`src/rtl/lfu_pkg.sv`:
```
// rtl/lfu_pkg.sv - shared constants and helpers for the LFU replacement engine
package lfu_pkg;

    localparam int DEF_NUM_ENT = 4;
    localparam int DEF_CNT_W   = 4;

    // Largest value an access counter of width w can hold.
    function automatic int cnt_max(input int w);
        return (1 << w) - 1;
    endfunction

    // Victim key: count in the upper bits, recency rank below, so an unsigned
    // compare orders by count first and least-recent use second.
    function automatic logic [31:0] pack_key(input logic [31:0] cnt,
                                             input logic [31:0] rank,
                                             input int          rank_w);
        return (cnt << rank_w) | rank;
    endfunction

endpackage

```
`src/rtl/lfu_min_sel.sv`:
```
// rtl/lfu_min_sel.sv - balanced comparator tree returning the minimum-key entry
import lfu_pkg::*;

module lfu_min_sel #(
    parameter int NUM_ENT = DEF_NUM_ENT,
    parameter int KEY_W   = DEF_CNT_W + $clog2(DEF_NUM_ENT)
) (
    input  logic [NUM_ENT*KEY_W-1:0]                 keys,
    output logic [$clog2(NUM_ENT)-1:0]               min_idx,
    output logic [KEY_W-$clog2(NUM_ENT)-1:0]         min_cnt
);

    localparam int IDX_W = $clog2(NUM_ENT);
    localparam int CNT_W = KEY_W - IDX_W;
    localparam int NODES = 2 * NUM_ENT - 1;

    // Heap layout: node n has children 2n+1 and 2n+2, leaves sit at NUM_ENT-1+i.
    logic [KEY_W-1:0] node_key [NODES];
    logic [IDX_W-1:0] node_idx [NODES];

    // Reduce leaves pairwise towards the root; keys are unique so ties never occur.
    always_comb begin
        for (int n = 0; n < NODES; n++) begin
            node_key[n] = '0;
            node_idx[n] = '0;
        end
        for (int i = 0; i < NUM_ENT; i++) begin
            node_key[NUM_ENT-1+i] = keys[i*KEY_W +: KEY_W];
            node_idx[NUM_ENT-1+i] = IDX_W'(i);
        end
        for (int n = NUM_ENT - 2; n >= 0; n--) begin
            if (node_key[2*n+1] <= node_key[2*n+2]) begin
                node_key[n] = node_key[2*n+1];
                node_idx[n] = node_idx[2*n+1];
            end else begin
                node_key[n] = node_key[2*n+2];
                node_idx[n] = node_idx[2*n+2];
            end
        end
    end

    assign min_idx = node_idx[0];
    assign min_cnt = node_key[0][KEY_W-1 -: CNT_W];

endmodule

```
`src/rtl/lfu_repl_engine.sv`:
```
// rtl/lfu_repl_engine.sv - LFU victim tracker with recency tie-break and counter aging
import lfu_pkg::*;

module lfu_repl_engine #(
    parameter int NUM_ENT = DEF_NUM_ENT,
    parameter int CNT_W   = DEF_CNT_W
) (
    input  logic                       clk,
    input  logic                       rst,
    input  logic                       acc_vld,
    input  logic [$clog2(NUM_ENT)-1:0] acc_idx,
    input  logic                       new_req,
    output logic [$clog2(NUM_ENT)-1:0] victim_idx,
    output logic [CNT_W-1:0]           victim_cnt,
    output logic                       age_pulse,
    output logic                       acc_drop
);

    localparam int IDX_W = $clog2(NUM_ENT);
    localparam int KEY_W = CNT_W + IDX_W;
    localparam logic [CNT_W-1:0] CNT_MAX = CNT_W'(cnt_max(CNT_W));
    localparam logic [CNT_W-1:0] AGE_VAL = CNT_W'((cnt_max(CNT_W) >> 1) + 1);

    logic [CNT_W-1:0] cnt_q  [NUM_ENT];
    logic [CNT_W-1:0] cnt_d  [NUM_ENT];
    logic [IDX_W-1:0] rank_q [NUM_ENT];
    logic [IDX_W-1:0] rank_d [NUM_ENT];

    logic [IDX_W-1:0] victim_idx_q, victim_idx_d;
    logic [CNT_W-1:0] victim_cnt_q, victim_cnt_d;
    logic             age_pulse_q, age_pulse_d;
    logic             acc_drop_q, acc_drop_d;

    logic             touch_en;
    logic [IDX_W-1:0] touch_e;
    logic [NUM_ENT*KEY_W-1:0] keys_d;

    // Next-state counters and ranks: refill beats access, saturation triggers aging.
    always_comb begin
        cnt_d       = cnt_q;
        rank_d      = rank_q;
        age_pulse_d = 1'b0;
        acc_drop_d  = 1'b0;
        touch_en    = 1'b0;
        touch_e     = '0;
        keys_d      = '0;

        if (new_req) begin
            cnt_d[victim_idx_q] = CNT_W'(1);
            touch_en            = 1'b1;
            touch_e             = victim_idx_q;
            acc_drop_d          = acc_vld;
        end else if (acc_vld) begin
            touch_en = 1'b1;
            touch_e  = acc_idx;
            if (cnt_q[acc_idx] != CNT_MAX) begin
                cnt_d[acc_idx] = cnt_q[acc_idx] + CNT_W'(1);
            end else begin
                for (int i = 0; i < NUM_ENT; i++) begin
                    cnt_d[i] = cnt_q[i] >> 1;
                end
                cnt_d[acc_idx] = AGE_VAL;
                age_pulse_d    = 1'b1;
            end
        end

        if (touch_en) begin
            for (int i = 0; i < NUM_ENT; i++) begin
                if (rank_q[i] > rank_q[touch_e]) begin
                    rank_d[i] = rank_q[i] - IDX_W'(1);
                end
            end
            rank_d[touch_e] = IDX_W'(NUM_ENT - 1);
        end

        for (int i = 0; i < NUM_ENT; i++) begin
            keys_d[i*KEY_W +: KEY_W] = KEY_W'(pack_key(32'(cnt_d[i]), 32'(rank_d[i]), IDX_W));
        end
    end

    lfu_min_sel #(
        .NUM_ENT (NUM_ENT),
        .KEY_W   (KEY_W)
    ) u_min_sel (
        .keys    (keys_d),
        .min_idx (victim_idx_d),
        .min_cnt (victim_cnt_d)
    );

    // State and registered outputs; entry 0 starts as the oldest entry.
    always_ff @(posedge clk or posedge rst) begin
        if (rst) begin
            for (int i = 0; i < NUM_ENT; i++) begin
                cnt_q[i]  <= CNT_W'(1);
                rank_q[i] <= IDX_W'(i);
            end
            victim_idx_q <= '0;
            victim_cnt_q <= CNT_W'(1);
            age_pulse_q  <= 1'b0;
            acc_drop_q   <= 1'b0;
        end else begin
            cnt_q        <= cnt_d;
            rank_q       <= rank_d;
            victim_idx_q <= victim_idx_d;
            victim_cnt_q <= victim_cnt_d;
            age_pulse_q  <= age_pulse_d;
            acc_drop_q   <= acc_drop_d;
        end
    end

    assign victim_idx = victim_idx_q;
    assign victim_cnt = victim_cnt_q;
    assign age_pulse  = age_pulse_q;
    assign acc_drop   = acc_drop_q;

endmodule

```
`config.mk`:
```
export PLATFORM = sky130hd
export DESIGN_NAME = lfu_repl_engine
export DESIGN_NICKNAME = d
export VERILOG_FILES = /design/src/rtl/lfu_pkg.sv /design/src/rtl/lfu_min_sel.sv /design/src/rtl/lfu_repl_engine.sv
export SDC_FILE = /design/constraint.sdc
export NUM_CORES = 1
export LEC_CHECK = 0
export ABC_AREA = 1
export ABC_CLOCK_PERIOD_IN_PS = 5000
export CAP_MARGIN = 20
export CORE_MARGIN = 5
export CORE_UTILIZATION = 61
export DETAILED_ROUTE_END_ITERATION = 6
export GPL_TIMING_DRIVEN = 0
export PLACE_DENSITY = 0.81
export SLEW_MARGIN = 20
export SYNTH_ARGS = -nofsm -noshare
export SYNTH_HDL_FRONTEND = slang
export SYNTH_SLANG_ARGS = --single-unit
```
`constraint.sdc`:
```
create_clock -name clk -period 5 [get_ports clk]
set_input_delay 1 -clock clk [delete_from_list [all_inputs] [get_ports clk]]
set_output_delay 1 -clock clk [all_outputs]
set_load 0.01 [all_outputs]
```
==> impl_metrics.json, run 1 <==
{
  "status": "finished with violations",
  "failed_checks": "negative setup slack",
  "synth_cell_types": 41,
  "antenna_found_initial": 0,
  "core-area_sq_um": 4690,
  "dieArea_sq_um": 6260,
  "yosysTopAreaCellShare_pct": 19.8,
  "synth_edf_count": 0,
  "final_hold_viol_count": 0,
  "dr_total_vias": 3807,
  "nFillCells": 207,
  "cts_tree": "done",
  "cp.arrival_ns": 5.29,
  "worst_pin_slew_ns": 0.692,
  "die_y_um": 79.1,
  "fin_util_pct": 88.7,
  "nets": 517,
  "fin_skew_ns": 0.0113,
  "total_leakage_power_uw": 0.00197,
  "root_buffer": "clkbuf_8",
  "grt_usage_pct": 26.8,
  "dr.pass1.iters": 6,
  "whs_endpoint": "cnt_q[11]",
  "switching_share_pct": 53.4,
  "grt_max_degree": 33,
  "gp_congestion": 0.987,
  "power.density_nw_per_um2": 814,
  "netlist.top_cell.by_area": "dfrtp_1",
  "setup_viol": 3,
  "slowest_stage": "nor3b_4",
  "die_w_um": 79.1,
  "fp-row-count": 25,
  "finalWorstSetupSlack_ns": -0.0404,
  "maxSlewViolCount": 0,
  "synthesis.area_sq_um": 2910,
  "worst_hold_slack_ns": 0.588,
  "drive_gt1_share_pct": 39.8,
  "grt_pass1_vias": 2889,
  "max_stage_delay_ns": 0.27,
  "stdcell_area_sq_um": 4160,
  "drv_cap": 0,
  "final_common_cell": "nand2_1",
  "route.detailed.drc": 0,
  "rr_endpoint": "victim_cnt[1]",
  "r2r_cells": 31,
  "fin_crit_sh_pct": 101,
  "ir_drop_uv": 752,
  "synthFlopType": "dfrtp_1",
  "setup-tns-final_ns": -0.0733,
  "slew_headroom_pct": 53.8,
  "gr-total-overflow": 0,
  "critPathCaptureType": "register",
  "cts_hold_buf": 0,
  "ys_warn_count": 0,
  "path_class": "in2reg",
  "start_util_pct": 62.1,
  "post-dp-hpwl_um": 5830,
  "h-tree-depth": 2,
  "multi_input_area_sq_um": 2310,
  "async_flop_share_pct": 100,
  "clock_latency_ns": 0.30,
  "power.share.sequential_pct": 14.2,
  "timing.rr.start": "victim_idx[0]",
  "synth-seq-cells": 32,
  "clkTransAtPathRegs_ns": 0.08,
  "p_clk_share_pct": 6.4,
  "cp.required_ns": 5.25,
  "area_growth_pct": 42.9,
  "power_uw": 3390,
  "crit_path_max_fanout": 8,
  "timing.fmax_mhz": 198,
  "cts_buffers": 5,
  "drt_wl_total_um": 11800,
  "min_from": "cnt_q[11]",
  "ant_nets": 0,
  "drt_first_iter_violations": 679,
  "portBuffers": 12,
  "hold_class": "reg2reg",
  "p_sw_uw": 1810,
  "synth.net_count": 452,
  "synthCells": 426,
  "final_cell_mix": "65 x nand2_1, 54 x inv_1, 43 x nand3_1",
  "postSynthAreaPerCell_sq_um": 6.84,
  "p_comb_share_pct": 79.4,
  "cts.sinks": 32,
  "grt_pass1_wl_um": 13200,
  "wl_per_cell_um": 21.6,
  "via_per_inst": 6.97,
  "rrSetupSlack_ns": 0.14,
  "yosys-top-cells-area": "dfrtp_1 20%, nand2_1 11%, nand3_1 8.8%, ha_1 8.6%, inv_1 8.5%",
  "ios": 14,
  "intPower_uw": 1580,
  "register_area_sq_um": 812,
  "hold_depth": 2,
  "startpoint_type": "input pin",
  "cts.path.max_buffers": 2,
  "min_period_ns": 5.04,
  "place_area_sq_um": 3110,
  "yosysSeqAreaShare_pct": 27.9,
  "antenna_cells": 0
}
layer usage:
| metal | GRT usage (%) | up-vias | share of wire, % |
|---|---|---|---|
| met2 | 43.2 | 377 | 43 |
| met4 | 9.28 | 0 | 9.2 |
| met1 | 36.6 | 1722 | 37 |
| met3 | 3.97 | 150 | 11 |
| li1 | - | 1558 | - |
| met5 | 0 | - | 0 |
repair_timing:
| item | in CTS | in global routing |
|---|---|---|
| resized for setup | 39 | 125 |
| cloned | 0 | 2 |
| hold endpoints to repair | 0 | 0 |
| buffers inserted | 10 | 34 |
| setup endpoints to repair | 6 | 6 |
| pin swaps | 6 | 49 |
state kept, by name, summed over array words and instances (netlist names):
register and flops:
cnt_q 16, rank_q 8, victim_cnt 4, victim_idx 2, acc_drop 1, age_pulse 1
through the flow:
step / setup slack [ns] / cells
floorplan: 0.0573 / 426
global placement: -1.21 / 492
detailed placement: -1.31 / 492
CTS: 0.00193 / 510
global route: -0.292 / 546
finish: -0.0404 / 546
critical path, delay by kind of cell:
kind                       cells  cell delay (ns)
AOI/OAI and AO/OA             10             1.59
adders and majority gates      3             0.60
buffers and inverters          7             0.80
and+or+nand+nor               12             1.27
cells by family after synthesis:
| kind of cell | Yosys count | share of synthesized area (%) |
|---|---|---|
| simple gates | 211 | 34.8 |
| xor+xnor | 1 | 0.301 |
| buf+inv | 80 | 10.7 |
| flops | 32 | 27.9 |
| fa+ha+maj | 20 | 8.59 |
| compound gates | 82 | 17.7 |
final cells by class:
cell class	count	share of cell area, %
Buffer	7	1.86
Clock buffer	6	1.98
Inverter	73	6.88
Timing Repair Buffer	57	12.4
Sequential cell	32	19.5
Multi-Input combinational cell	315	55.5
Tap cell	54	1.62
Clock inverter	2	0.240
synthesized netlist by cell type, types with 6 or more instances:
library cell  count
o21ai_1          10
nand4_1           7
dfrtp_1          23
nand3_2           7
o21ai_0          12
a21oi_1          27
nand3_1          51
nand2_2           6
inv_2             7
o211ai_1          7
nand2_1          85
nor2_1           34
inv_1            66
dfstp_2           9
o22ai_1           7
ha_1             20
power by group through the flow:
stage / Combinational [uW] / Clock (uW) / Sequential, uW
after floorplan: 1250 / 0 / 450
after global placement: 1570 / 0 / 456
after detailed placement: 1610 / 0 / 458
after CTS: 1800 / 212 / 457
after global routing: 2870 / 228 / 487
final: 2690 / 218 / 481
worst max path at each step:
stage          startpoint             to  slack, ns
5_1_grt        acc_idx[0]  victim_cnt[1]      -0.29
3_3_place_gp   acc_idx[0]  victim_cnt[2]      -1.21
4_1_cts        acc_idx[0]  victim_cnt[1]      0.002
2_1_floorplan     acc_vld  victim_cnt[1]       0.06
3_5_place_dp   acc_idx[0]  victim_cnt[2]      -1.31
6_report       acc_idx[0]  victim_cnt[1]      -0.04
Note: power is estimated with default switching activity, not from simulation.
==> run 2: changes to the inputs <==
--- a/config.mk
+++ b/config.mk
@@ -10,6 +10,7 @@
 export CAP_MARGIN = 20
 export CORE_MARGIN = 5
 export CORE_UTILIZATION = 61
+export CTS_CLUSTER_DIAMETER = 100
 export DETAILED_ROUTE_END_ITERATION = 6
 export GPL_TIMING_DRIVEN = 0
 export PLACE_DENSITY = 0.81
==> results of run 2 <==
The final DEF is identical to that of run 1; final timing and power are the same.
==> run 3: changes to the inputs <==
--- a/config.mk
+++ b/config.mk
@@ -6,14 +6,12 @@
 export NUM_CORES = 1
 export LEC_CHECK = 0
 export ABC_AREA = 1
-export ABC_CLOCK_PERIOD_IN_PS = 5000
 export CAP_MARGIN = 20
 export CORE_MARGIN = 5
-export CORE_UTILIZATION = 61
+export CORE_UTILIZATION = 28
 export CTS_CLUSTER_DIAMETER = 100
 export DETAILED_ROUTE_END_ITERATION = 6
 export GPL_TIMING_DRIVEN = 0
-export PLACE_DENSITY = 0.81
 export SLEW_MARGIN = 20
 export SYNTH_ARGS = -nofsm -noshare
 export SYNTH_HDL_FRONTEND = slang
==> impl_metrics.json, run 3 (synthesis results as in run 1) <==
{
  "status": "completed",
  "final_hold_viol_count": 0,
  "drive_gt1_share_pct": 34.8,
  "fin_crit_sh_pct": 98.9,
  "setup_viol": 0,
  "grt_use_met3_pct": 2.32,
  "worst_hold_slack_ns": 0.617,
  "fp-row-count": 37,
  "ant_nets": 0,
  "timing.fmax_mhz": 202,
  "core-area_sq_um": 10200,
  "grt_pass1_vias": 3025,
  "worst_pin_slew_ns": 0.713,
  "area_growth_pct": 39.7,
  "grt_util_met1_pct": 16.9,
  "cts.path.max_buffers": 2,
  "rsz0062_at_grt": "yes",
  "die_y_um": 112,
  "register_area_sq_um": 812,
  "final_cell_mix": "67 x nand2_1, 60 x inv_1, 44 x nand3_1",
  "largest-register": "cnt_q",
  "drt_first_iter_violations": 302,
  "start_util_pct": 28.5,
  "fin_skew_ns": 0.00995,
  "ios": 14,
  "rrSetupSlack_ns": 0.36,
  "place_worst_setup_slack_ns": -1.36,
  "dr.pass1.iters": 5,
  "antenna_found_initial": 0,
  "maxSlewViolCount": 0,
  "finalWorstSetupSlack_ns": 0.0533,
  "wl_per_cell_um": 15.1,
  "grt_pass1_wl_um": 14500,
  "largest_reg_flops": 16,
  "startpoint_type": "input pin",
  "grtUsageMet2_pct": 24.4,
  "cp.arrival_ns": 5.12,
  "path_class": "in2reg",
  "instances_no_fill": 625,
  "antenna_cells": 0,
  "root_buffer": "clkbuf_8",
  "cts_buffers": 5,
  "dr_total_vias": 3213,
  "h-tree-depth": 2,
  "min_period_ns": 4.95,
  "gp_congestion": 0.921,
  "nets": 514,
  "drt_wl_total_um": 9450,
  "max_stage_delay_ns": 0.35,
  "grt_busiest_layer": "met2",
  "nFillCells": 993,
  "ir_drop_uv": 375,
  "cts_tree": "done",
  "grt_usage_pct": 14.0,
  "dp.cells": 574,
  "clkTransAtPathRegs_ns": 0.07,
  "final_common_cell": "nand2_1",
  "slowest_stage": "ha_2",
  "place_area_sq_um": 3220,
  "route.detailed.drc": 0,
  "die_w_um": 112,
  "dieArea_sq_um": 12500,
  "post-dp-hpwl_um": 6380,
  "power.density_nw_per_um2": 768,
  "crit_path_max_fanout": 8,
  "stdcell_area_sq_um": 4070,
  "drv_cap": 0,
  "total_leakage_power_uw": 0.00193,
  "slew_headroom_pct": 52.4,
  "portBuffers": 12,
  "cts.sinks": 32,
  "clock_latency_ns": 0.29,
  "gr-total-overflow": 0,
  "grt_max_degree": 33,
  "critPathCaptureType": "register",
  "cp.required_ns": 5.17,
  "multi_input_area_sq_um": 2150,
  "via_per_inst": 5.14,
  "hold_class": "reg2reg",
  "cts_hold_buf": 0
}
## run 3: cell types whose count changed in the layout (fill, tap and decap cells not counted), moves of 4 or more
| cell | previous run | this run |
|---|---|---|
| buf_6 | 3 | 7 |
| buf_4 | 41 | 35 |
| inv_1 | 54 | 60 |
| ha_4 | 10 | 5 |
| inv_2 | 18 | 10 |
| ha_1 | 10 | 14 |
## run 3: what timing repair did
item	in CTS	in global routing
resized for setup	50	83
gates cloned	0	2
endpoints found under the setup margin	6	6
pin swaps	10	53
setup buffers	8	33
## run 3: cell type report
type	count	area share, %
plain buffers	7	1.72
clock buffers	7	2.12
clock inverters	1	0.184
inverters	73	7.16
multi-input cells	315	52.9
flip-flops and latches	32	19.9
well taps	136	4.18
repair buffers	54	11.8
## run 3: report_power, final
part / total (uW) / switching, uW / internal, uW
Clock: 215 / 103 / 112
Sequential: 469 / 88.1 / 380
Combinational: 2440 / 1370 / 1070
Total: 3130 / 1560 / 1560
## run 3: final timing paths
kind,end,start,cells after the start
hold reg to reg,rank_q[2],rank_q[2],2
hold / removal,rank_q[2],rank_q[2],2
min in group asynchronous,rank_q[2],rst,2
setup / recovery,victim_cnt[2],acc_idx[0],31
setup reg to reg,victim_cnt[2],victim_idx[0],31
max in group asynchronous,cnt_q[15],rst,2
## run 3: routing by layer
| layer | vias up | part of all wire (%) |
|---|---|---|
| met1 | 1492 | 41 |
| met4 | 0 | 3.9 |
| li1 | 1555 | - |
| met2 | 139 | 49 |
| met5 | - | 0 |
| met3 | 27 | 6.0 |
## run 3: worst max-delay path, delay by kind of cell
family | cells | cell delay, ns
buffers and inverters | 5 | 0.54
AND/OR/NAND/NOR | 12 | 1.15
AO/OA/AOI/OAI | 11 | 1.51
adder cells (fa/ha/maj) | 3 | 0.92
## run 3: through the flow
step	utilization (%)	power, uW	setup TNS (ns)
3_3_place_gp	31.4	2060	-6.97
2_1_floorplan	-	1700	0
4_1_cts	34.2	2590	0
3_5_place_dp	31.4	2100	-7.60
5_1_grt	39.8	3440	-0.814
6_report	39.8	3130	0
